--- config.mk ---
export PLATFORM = sky130hd
export DESIGN_NAME = serial_audio_receiver
export DESIGN_NICKNAME = d
export VERILOG_FILES = /design/src/rtl/serial_audio_receiver_pkg.sv /design/src/rtl/serial_input_sync.sv /design/src/rtl/serial_audio_receiver.sv
export SDC_FILE = /design/constraint.sdc
export NUM_CORES = 1
export LEC_CHECK = 0
export BUFFER_PORTS_ARGS = -buffer_cell sky130_fd_sc_hd__buf_2
export CORE_MARGIN = 2
export CORE_UTILIZATION = 55
export CTS_BUF_LIST = sky130_fd_sc_hd__clkbuf_4 sky130_fd_sc_hd__clkbuf_8
export CTS_CLUSTER_DIAMETER = 60
export CTS_CLUSTER_SIZE = 14
export DETAILED_ROUTE_END_ITERATION = 8
export PLACE_DENSITY = 0.82
export REMOVE_ABC_BUFFERS = 1
export SLEW_MARGIN = 25
export SYNTH_ARGS = -nofsm -noshare
export SYNTH_HDL_FRONTEND = slang
export SYNTH_SLANG_ARGS = --single-unit
--- constraint.sdc ---
create_clock -name clk256 -period 5.55 [get_ports clk256]
set_input_delay 0.555 -clock clk256 [delete_from_list [all_inputs] [get_ports clk256]]
set_output_delay 0.555 -clock clk256 [all_outputs]
set_load 0.05 [all_outputs]
--- src/rtl/serial_audio_receiver_pkg.sv ---
// Shared constants and state encoding for the serial audio receiver front end.
package serial_audio_receiver_pkg;

  // Sample width shared with serial_to_spdif_transmitter.
  localparam int unsigned AUDIO_DATA_WIDTH = 24;
  localparam int unsigned DEFAULT_MAX_BITS = 64;
  localparam int unsigned BIT_CNT_W        = 7;

  typedef enum logic {
    HUNT = 1'b0,
    RUN  = 1'b1
  } rx_state_e;

endpackage

--- src/rtl/serial_input_sync.sv ---
// Two-flop synchronizers for lrclk/sclk/sdin plus an sclk rising-edge detector
// running on the 256*fs master clock.
module serial_input_sync (
  input  logic i_clk,
  input  logic i_reset,
  input  logic i_lrclk,
  input  logic i_sclk,
  input  logic i_sdin,
  output logic o_sclk_rise,
  output logic o_lrclk_s,
  output logic o_sdin_s
);

  logic r_lrclk_s1;
  logic r_lrclk_s2;
  logic r_sclk_s1;
  logic r_sclk_s2;
  logic r_sclk_s3;
  logic r_sdin_s1;
  logic r_sdin_s2;

  always_ff @(posedge i_clk) begin
    if (i_reset) begin
      r_lrclk_s1 <= 1'b0;
      r_lrclk_s2 <= 1'b0;
      r_sclk_s1  <= 1'b0;
      r_sclk_s2  <= 1'b0;
      r_sclk_s3  <= 1'b0;
      r_sdin_s1  <= 1'b0;
      r_sdin_s2  <= 1'b0;
    end else begin
      r_lrclk_s1 <= i_lrclk;
      r_lrclk_s2 <= r_lrclk_s1;
      r_sclk_s1  <= i_sclk;
      r_sclk_s2  <= r_sclk_s1;
      r_sclk_s3  <= r_sclk_s2;
      r_sdin_s1  <= i_sdin;
      r_sdin_s2  <= r_sdin_s1;
    end
  end

  // s3 is one cycle older than s2, so the pair decodes a single-cycle rise.
  assign o_sclk_rise = r_sclk_s2 & ~r_sclk_s3;
  assign o_lrclk_s   = r_lrclk_s2;
  assign o_sdin_s    = r_sdin_s2;

endmodule

--- src/rtl/serial_audio_receiver.sv ---
// Deserializes left-justified or I2S audio words from oversampled pins into
// parallel samples with a valid strobe, channel tag and slot-overrun strobe.
module serial_audio_receiver
  import serial_audio_receiver_pkg::*;
#(
  parameter int unsigned DATA_WIDTH = AUDIO_DATA_WIDTH,
  parameter int unsigned MAX_BITS   = DEFAULT_MAX_BITS
) (
  input  logic                  clk256,
  input  logic                  reset,
  input  logic                  lrclk,
  input  logic                  sclk,
  input  logic                  sdin,
  input  logic                  is_i2s,
  input  logic                  lrclk_polarity,
  output logic [DATA_WIDTH-1:0] sample_data,
  output logic                  sample_left,
  output logic                  sample_valid,
  output logic                  frame_error
);

  rx_state_e             r_state;
  logic [BIT_CNT_W-1:0]  r_bit_cnt;
  logic [DATA_WIDTH-1:0] r_shift;
  logic [DATA_WIDTH-1:0] r_sample_data;
  logic                  r_lrclk_prev;
  logic                  r_sample_left;
  logic                  r_sample_valid;
  logic                  r_frame_error;

  logic                  w_sclk_rise;
  logic                  w_lrclk_s;
  logic                  w_sdin_s;
  logic                  w_boundary;
  logic [DATA_WIDTH-1:0] w_bit_mask;
  logic [DATA_WIDTH-1:0] w_shift_wr;
  logic [DATA_WIDTH-1:0] w_msb_word;

  serial_input_sync u_sync (
    .i_clk       (clk256),
    .i_reset     (reset),
    .i_lrclk     (lrclk),
    .i_sclk      (sclk),
    .i_sdin      (sdin),
    .o_sclk_rise (w_sclk_rise),
    .o_lrclk_s   (w_lrclk_s),
    .o_sdin_s    (w_sdin_s)
  );

  // Bits past DATA_WIDTH get an empty mask and are dropped.
  assign w_boundary = (w_lrclk_s != r_lrclk_prev);
  assign w_bit_mask = (32'(r_bit_cnt) < DATA_WIDTH)
                    ? (DATA_WIDTH'(1) << (DATA_WIDTH - 32'd1 - 32'(r_bit_cnt)))
                    : '0;
  assign w_shift_wr = w_sdin_s ? (r_shift | w_bit_mask) : r_shift;
  assign w_msb_word = {w_sdin_s, {(DATA_WIDTH-1){1'b0}}};

  always_ff @(posedge clk256) begin
    if (reset) begin
      r_state        <= HUNT;
      r_bit_cnt      <= '0;
      r_shift        <= '0;
      r_sample_data  <= '0;
      r_lrclk_prev   <= 1'b0;
      r_sample_left  <= 1'b0;
      r_sample_valid <= 1'b0;
      r_frame_error  <= 1'b0;
    end else begin
      r_sample_valid <= 1'b0;
      r_frame_error  <= 1'b0;
      if (w_sclk_rise) begin
        r_lrclk_prev <= w_lrclk_s;
        if (r_state == HUNT) begin
          if (w_boundary) begin
            r_state   <= RUN;
            r_shift   <= is_i2s ? '0 : w_msb_word;
            r_bit_cnt <= is_i2s ? '0 : BIT_CNT_W'(1);
          end
        end else if (w_boundary) begin
          // In I2S the boundary bit still belongs to the word being closed.
          r_sample_valid <= 1'b1;
          r_sample_left  <= (r_lrclk_prev == lrclk_polarity);
          r_sample_data  <= is_i2s ? w_shift_wr : r_shift;
          r_shift        <= is_i2s ? '0 : w_msb_word;
          r_bit_cnt      <= is_i2s ? '0 : BIT_CNT_W'(1);
        end else if (r_bit_cnt == BIT_CNT_W'(MAX_BITS)) begin
          r_frame_error <= 1'b1;
          r_state       <= HUNT;
          r_shift       <= '0;
          r_bit_cnt     <= '0;
        end else begin
          r_shift   <= w_shift_wr;
          r_bit_cnt <= r_bit_cnt + BIT_CNT_W'(1);
        end
      end
    end
  end

  assign sample_data  = r_sample_data;
  assign sample_left  = r_sample_left;
  assign sample_valid = r_sample_valid;
  assign frame_error  = r_frame_error;

endmodule

# Word-level counts from Yosys, hierarchy flattened
# Index checks and enable logic that the tools add are counted.
# op_classes
muxes,18
add_sub_neg,2
n_shift,1
n_lt_le_gt_ge,1
n_reduce_logical,5
n_bitwise,5
n_eq_ne,3
# ops
operator,n
$mux W24,8
$shl A1 B32 Y24 const A,1
$mux W7,4
$or A24 B24 Y24,1
$sub A5 B7 Y8 const A,1
$add A7 B1 Y7 const B,1
$eq A7 B7 Y1 const B,1
$lt A7 B5 Y1 const B,1
$mux W1,6
$reduce_or A4 Y1,1
$not A1 Y1,3
$reduce_and A3 Y1,1
$reduce_or A3 Y1,1
$reduce_and A2 Y1,1
$reduce_bool A2 Y1,1
$and A1 B1 Y1,1
$eq A1 B1 Y1,1
$ne A1 B1 Y1,1
# word_totals
in_bits,7
ff_bits,67
out_inout_bits,27

# Longest topological paths before layout
# depth
ltp_word,8
mapped_depth,8
depth_no_buf,6

# Modules after synthesis
# A second synthesis with hierarchy kept.
# unflattened
cells_unflattened,306
area_unflattened_um2,2761.4
# by_module_without_submodules
mod,area_per_inst_um2,seq_area_each_um2,n_inst,cells_each
serial_audio_receiver,2571.2,1201.2,1,291
serial_input_sync,190.2,140.1,1,15

# Worst setup path after synthesis
# Ideal clock, no wire load.
# synth_timing
path_kind,register to register
startpoint,register r_bit_cnt[3]
endpoint,register r_shift[13]
t_arrival_ns,1.803
path_slack_ns,3.681
period_less_slack_ns,1.869
stages_incl_launch_ff,9
setup_ns,0.066
cell_sequence,dfxtp_1 -> ha_1 -> or3_1 -> buf_6 -> and4bb_1 -> buf_4 -> buf_6 -> a41oi_1 -> nor2_1
# synth_between
elab_chain_len,8
word_cells_on_any_way,10
classes_between,add/sub (1); order compare (1); eq/ne (1); shift (1); mux (5); bitwise (1)
# synth_lines
item,line_no,rtl
start: declaration,serial_audio_receiver.sv:23,logic [BIT_CNT_W-1:0] r_bit_cnt;
start signal: assignment,serial_audio_receiver.sv:77,r_bit_cnt <= is_i2s ? '0 : BIT_CNT_W'(1);
start signal: assignment,serial_audio_receiver.sv:85,r_bit_cnt <= is_i2s ? '0 : BIT_CNT_W'(1);
start signal: assignment,serial_audio_receiver.sv:93,r_bit_cnt <= r_bit_cnt + BIT_CNT_W'(1);
$sub A5 B7 Y8,serial_audio_receiver.sv:53,? (DATA_WIDTH'(1) << (DATA_WIDTH - 32'd1 - 32'(r_bit_cnt)))
$shl A1 B32 Y24,serial_audio_receiver.sv:53,
$mux W24,serial_audio_receiver.sv:53,
$or A24 B24 Y24,serial_audio_receiver.sv:55,assign w_shift_wr = w_sdin_s ? (r_shift | w_bit_mask) : r_shift;
$mux W24,serial_audio_receiver.sv:55,
$mux W24 *,serial_audio_receiver.sv:86,end else if (r_bit_cnt == BIT_CNT_W'(MAX_BITS)) begin
$mux W24 *,serial_audio_receiver.sv:79,end else if (w_boundary) begin
$mux W24 *,serial_audio_receiver.sv:73,if (r_state == HUNT) begin
end signal: assignment,serial_audio_receiver.sv:76,r_shift <= is_i2s ? '0 : w_msb_word;
end signal: assignment,serial_audio_receiver.sv:84,r_shift <= is_i2s ? '0 : w_msb_word;
end signal: assignment,serial_audio_receiver.sv:92,r_shift <= w_shift_wr;
end: declaration,serial_audio_receiver.sv:24,logic [DATA_WIDTH-1:0] r_shift;
# Every way passes the cells marked *; elsewhere a longest branch is shown, timed or not.
# A chain may end at the register's enable or synchronous reset.

# Worst setup path after layout
# layout_timing
startpoint,register r_bit_cnt[3]
endpoint,"register r_sample_data[17], in the netlist sample_data[17]"
# layout_between
elab_chain_len,6
word_cells_on_any_way,7
classes_between,add/sub (1); order compare (1); shift (1); mux (3); bitwise (1)
# layout_lines
item,line_no,rtl
$sub A5 B7 Y8,serial_audio_receiver.sv:53,
$shl A1 B32 Y24,serial_audio_receiver.sv:53,
$mux W24 *,serial_audio_receiver.sv:53,
$or A24 B24 Y24 *,serial_audio_receiver.sv:55,
$mux W24 *,serial_audio_receiver.sv:55,
$mux W24 *,serial_audio_receiver.sv:83,r_sample_data <= is_i2s ? w_shift_wr : r_shift;
end signal: assignment,serial_audio_receiver.sv:83,
end: declaration,serial_audio_receiver.sv:25,logic [DATA_WIDTH-1:0] r_sample_data;
# Marks and branches as above.

==> summary.md <==
| Metric | Value |
|---|---|
| Worst-Margin Slew | `0.943 ns` |
| Slowest cell on crit path | `nor4_4` |
| Area contributors post-synth | `dfxtp_1, nor2_1, a41oi_1` |
| Number of I/O pins | `34` |
| Crit-path leading delay family | `simple AND/OR/NAND/NOR gates` |
| Die ar. | `5760 µm²` |
| Final worst slack | `3.09 ns` |
| Cell area after synthesis | `~2800 µm²` |
| Avg WL per Cell | `approximately 15 µm` |
| CP bufs+invs | `0` |
| HPWL Detailed | `3.68 mm` |
| # rows | `26` |
| Clk_lat worst skew | `about 0.35 ns` |
| Worst r2r path cells | `5` |
| Share of layout cells above drive strength 1 | `19.1%` |
| Vias in the first global route | `2077` |
| H-tree levels | `3` |
| Core Area | `slightly above 5000 µm²` |
| Fin. max-slew vios | `0` |
| Hold Violations, Final | `0` |
| Max clock buf depth | `2` |
| Library cells used by synthesis | `48` |
| Iter 0 DRT Violations | `231` |
| Reg area | `1340 µm²` |
| Die Wd | `75.9 µm` |
| DRT antenna net count | `0` |
| Critical register-to-register path startpoint | `r_bit_cnt[3]$_SDFFE_PP0P_` |
| Pre-antenna DRT Iters | `4` |
| R2R setup slack | `3.09 ns` |
| Worst setup SP type | `flop` |
| Area occupied by multi-input gates | `1350 µm²` |
| Nets | `330` |
| RR Endpoint | `sample_data[17]$_SDFFE_PP0P_` |
| Layout fillers | `approximately 440` |
| Starting Density | `56.4%` |
| Via count | `2264` |
| Yosys top cell by area | `dfxtp_1` |
| Min cycle time layout | `2.46 ns` |
| Global Route Usage Sum | `roughly 22%` |
| Synth top area share | `47.1%` |
| Layout area overhead | `11.0%` |
| Congestion Overflow GR | `0` |
| CP startpoint | `r_bit_cnt[3]$_SDFFE_PP0P_` |
| Setup Skew | `0.00750 ns` |
| Stages on the worst setup path | `5` |
| Peak supply drop | `0.000144 V` |
| CP Cell Sequence | `ha_1, or3_1, nor4_4, a311oi_1, nor3_1` |
| Post-CTS setup buffer count | `0` |
| Pleak | `~1.2 nW` |
| Post-Place Worst Slack | `3.12 ns` |
| # resized after CTS | `0` |
| Clk sinks | `67` |
| CTS tree | `done` |
| Register area share after synthesis | `between 40% and 50%` |
| Setup TNS | `0 ns` |
| Worst-path maximum fanout | `12` |
| Final Cycle Share | `44.3%` |
| Status | `finished, final reports clean` |
| Critical path class | `reg2reg` |
| Synth warn | `0` |
| Worst hold path startpoint | `sdin` |
| Num CTS Buffers | `9` |
| Worst EP arrival | `about 2.7 ns` |
| FFs w/ async S/R, synth | `0%` |
| DR vias/cell | `5.75` |
| Initial antenna violation count | `0` |
| Top-count cell post-synth | `dfxtp_1` |
| Hold Crit Class | `in2reg` |
| Clock transition at path regs | `0.07 ns` |
| Worst setup endpoint | `sample_data[17]$_SDFFE_PP0P_` |
| Critical path's largest stage delay | `0.73 ns` |
| First-pass GRT wire length | `10.1 mm` |
| Post-synth EDFFs | `0` |
| Root Driver | `clkbuf_8` |
| Cell count after synthesis | `~300` |
| CTS Hold Bufs | `0` |
| Drt drc | `0` |
| Worst path required time | `5.82 ns` |
| Most common flop cell mapped by yosys | `dfxtp_1` |
| Placer Congestion | `about 0.94` |
| Crit end category | `flop` |
| DIE HEIGHT | `approximately 76 µm` |
| IO buf count | `33` |
| #FFs+latches synth | `67` |
| Power per cell area | `just under 300 nW/µm²` |
| Syn_area_per_cell | `between 9 and 10 µm²` |
| Largest net degree at the start of global routing | `42` |
| Total of max-cap violations | `0` |
| Total Wirelength | `5.87 mm` |
| Max Clock Freq | `a little over 400 MHz` |
| RSZ-0062 raised after global routing | `no` |
| Most frequent cells after synthesis | `dfxtp_1, nor2_1, nor3_1` |
| Ant. Diodes | `0` |
| Relative slew slack | `37.1%` |
| Final setup vio count | `0` |
[stage by stage]
step                cell area [µm²]  hold slack (ns)  cells  total power, mW  utilization, %
finish                         3160            0.419    394            0.915            62.6
global route                   3160            0.441    394            0.947            62.6
CTS                            3160            0.413    394            0.921            62.6
detailed placement             2950            0.424    378            0.519            58.6
global placement               2950            0.417    378            0.518            58.6
floorplan                      2700            0.414    275            0.508               -
[cell type report]
class | instances | share of cell area, %
sequential | 67 | 42.5
multi-input combinational | 204 | 42.6
clock buffer | 10 | 4.36
inverter | 4 | 0.475
clock inverter | 6 | 2.06
timing repair buffer | 33 | 5.23
tap | 70 | 2.77
[power breakdown]
group / total [mW] / internal, mW / switching [mW]
sequential: 0.485 / 0.483 / 0.00219
clock: 0.407 / 0.219 / 0.188
combinational: 0.0224 / 0.00634 / 0.0161
[flip-flops by register name, summed over array words and instances (netlist names)]
name,flops
u_sync.o_sdin_s,1
u_sync.o_lrclk_s,1
u_sync.r_lrclk_s1,1
r_shift,24
u_sync.r_sclk_s1,1
sample_data,24
u_sync.r_sdin_s1,1
r_state,1
u_sync.r_sclk_s3,1
u_sync.r_sclk_s2,1
sample_left,1
sample_valid,1
frame_error,1
r_bit_cnt,7
r_lrclk_prev,1
[worst min path at each step]
stage                                               to  slack (ns)  cells past startpoint
after detailed placement    u_sync.o_sdin_s$_SDFF_PP0_        0.42                      1
after floorplan            u_sync.o_lrclk_s$_SDFF_PP0_        0.41                      1
final                      u_sync.r_sdin_s1$_SDFF_PP0_        0.42                      2
after CTS                 u_sync.r_lrclk_s1$_SDFF_PP0_        0.41                      2
after global placement      u_sync.o_sdin_s$_SDFF_PP0_        0.42                      1
after global routing      u_sync.r_lrclk_s1$_SDFF_PP0_        0.44                      2
[cells by family (layout without fill, tap and decap cells)]
family,Yosys count,after routing,synth area share (%)
and+or+nand+nor,127,127,25.4
DFF,67,67,47.1
AOI/OAI and AO/OA,65,65,17.4
buffers and inverters,30,53,5.58
xor gates and xnor gates,7,7,2.42
adders and majority gates,4,4,1.76
muxes,1,1,0.352
[metal layers]
metal  GRT usage, %  part of all wire (%)
met5              0                     0
met1           28.1                    46
met3           4.05                   4.3
met4           10.9                   1.3
met2           34.7                    48
[layout by cell type, fill, tap and decap left out, types with 6 or more instances in the layout]
| master | netlist | layout |
|---|---|---|
| buf_2 | 7 | 33 |
| a31oi_1 | 7 | 7 |
| dfxtp_1 | 67 | 67 |
| a311oi_1 | 8 | 8 |
| a211oi_1 | 16 | 16 |
| clkbuf_8 | 0 | 10 |
| nor3_1 | 27 | 27 |
| a41oi_1 | 16 | 16 |
| a21oi_1 | 6 | 6 |
| nor2_1 | 56 | 56 |
| nand2_1 | 9 | 9 |
| nor2b_1 | 9 | 9 |
Note: power is estimated with default switching activity, not from simulation.
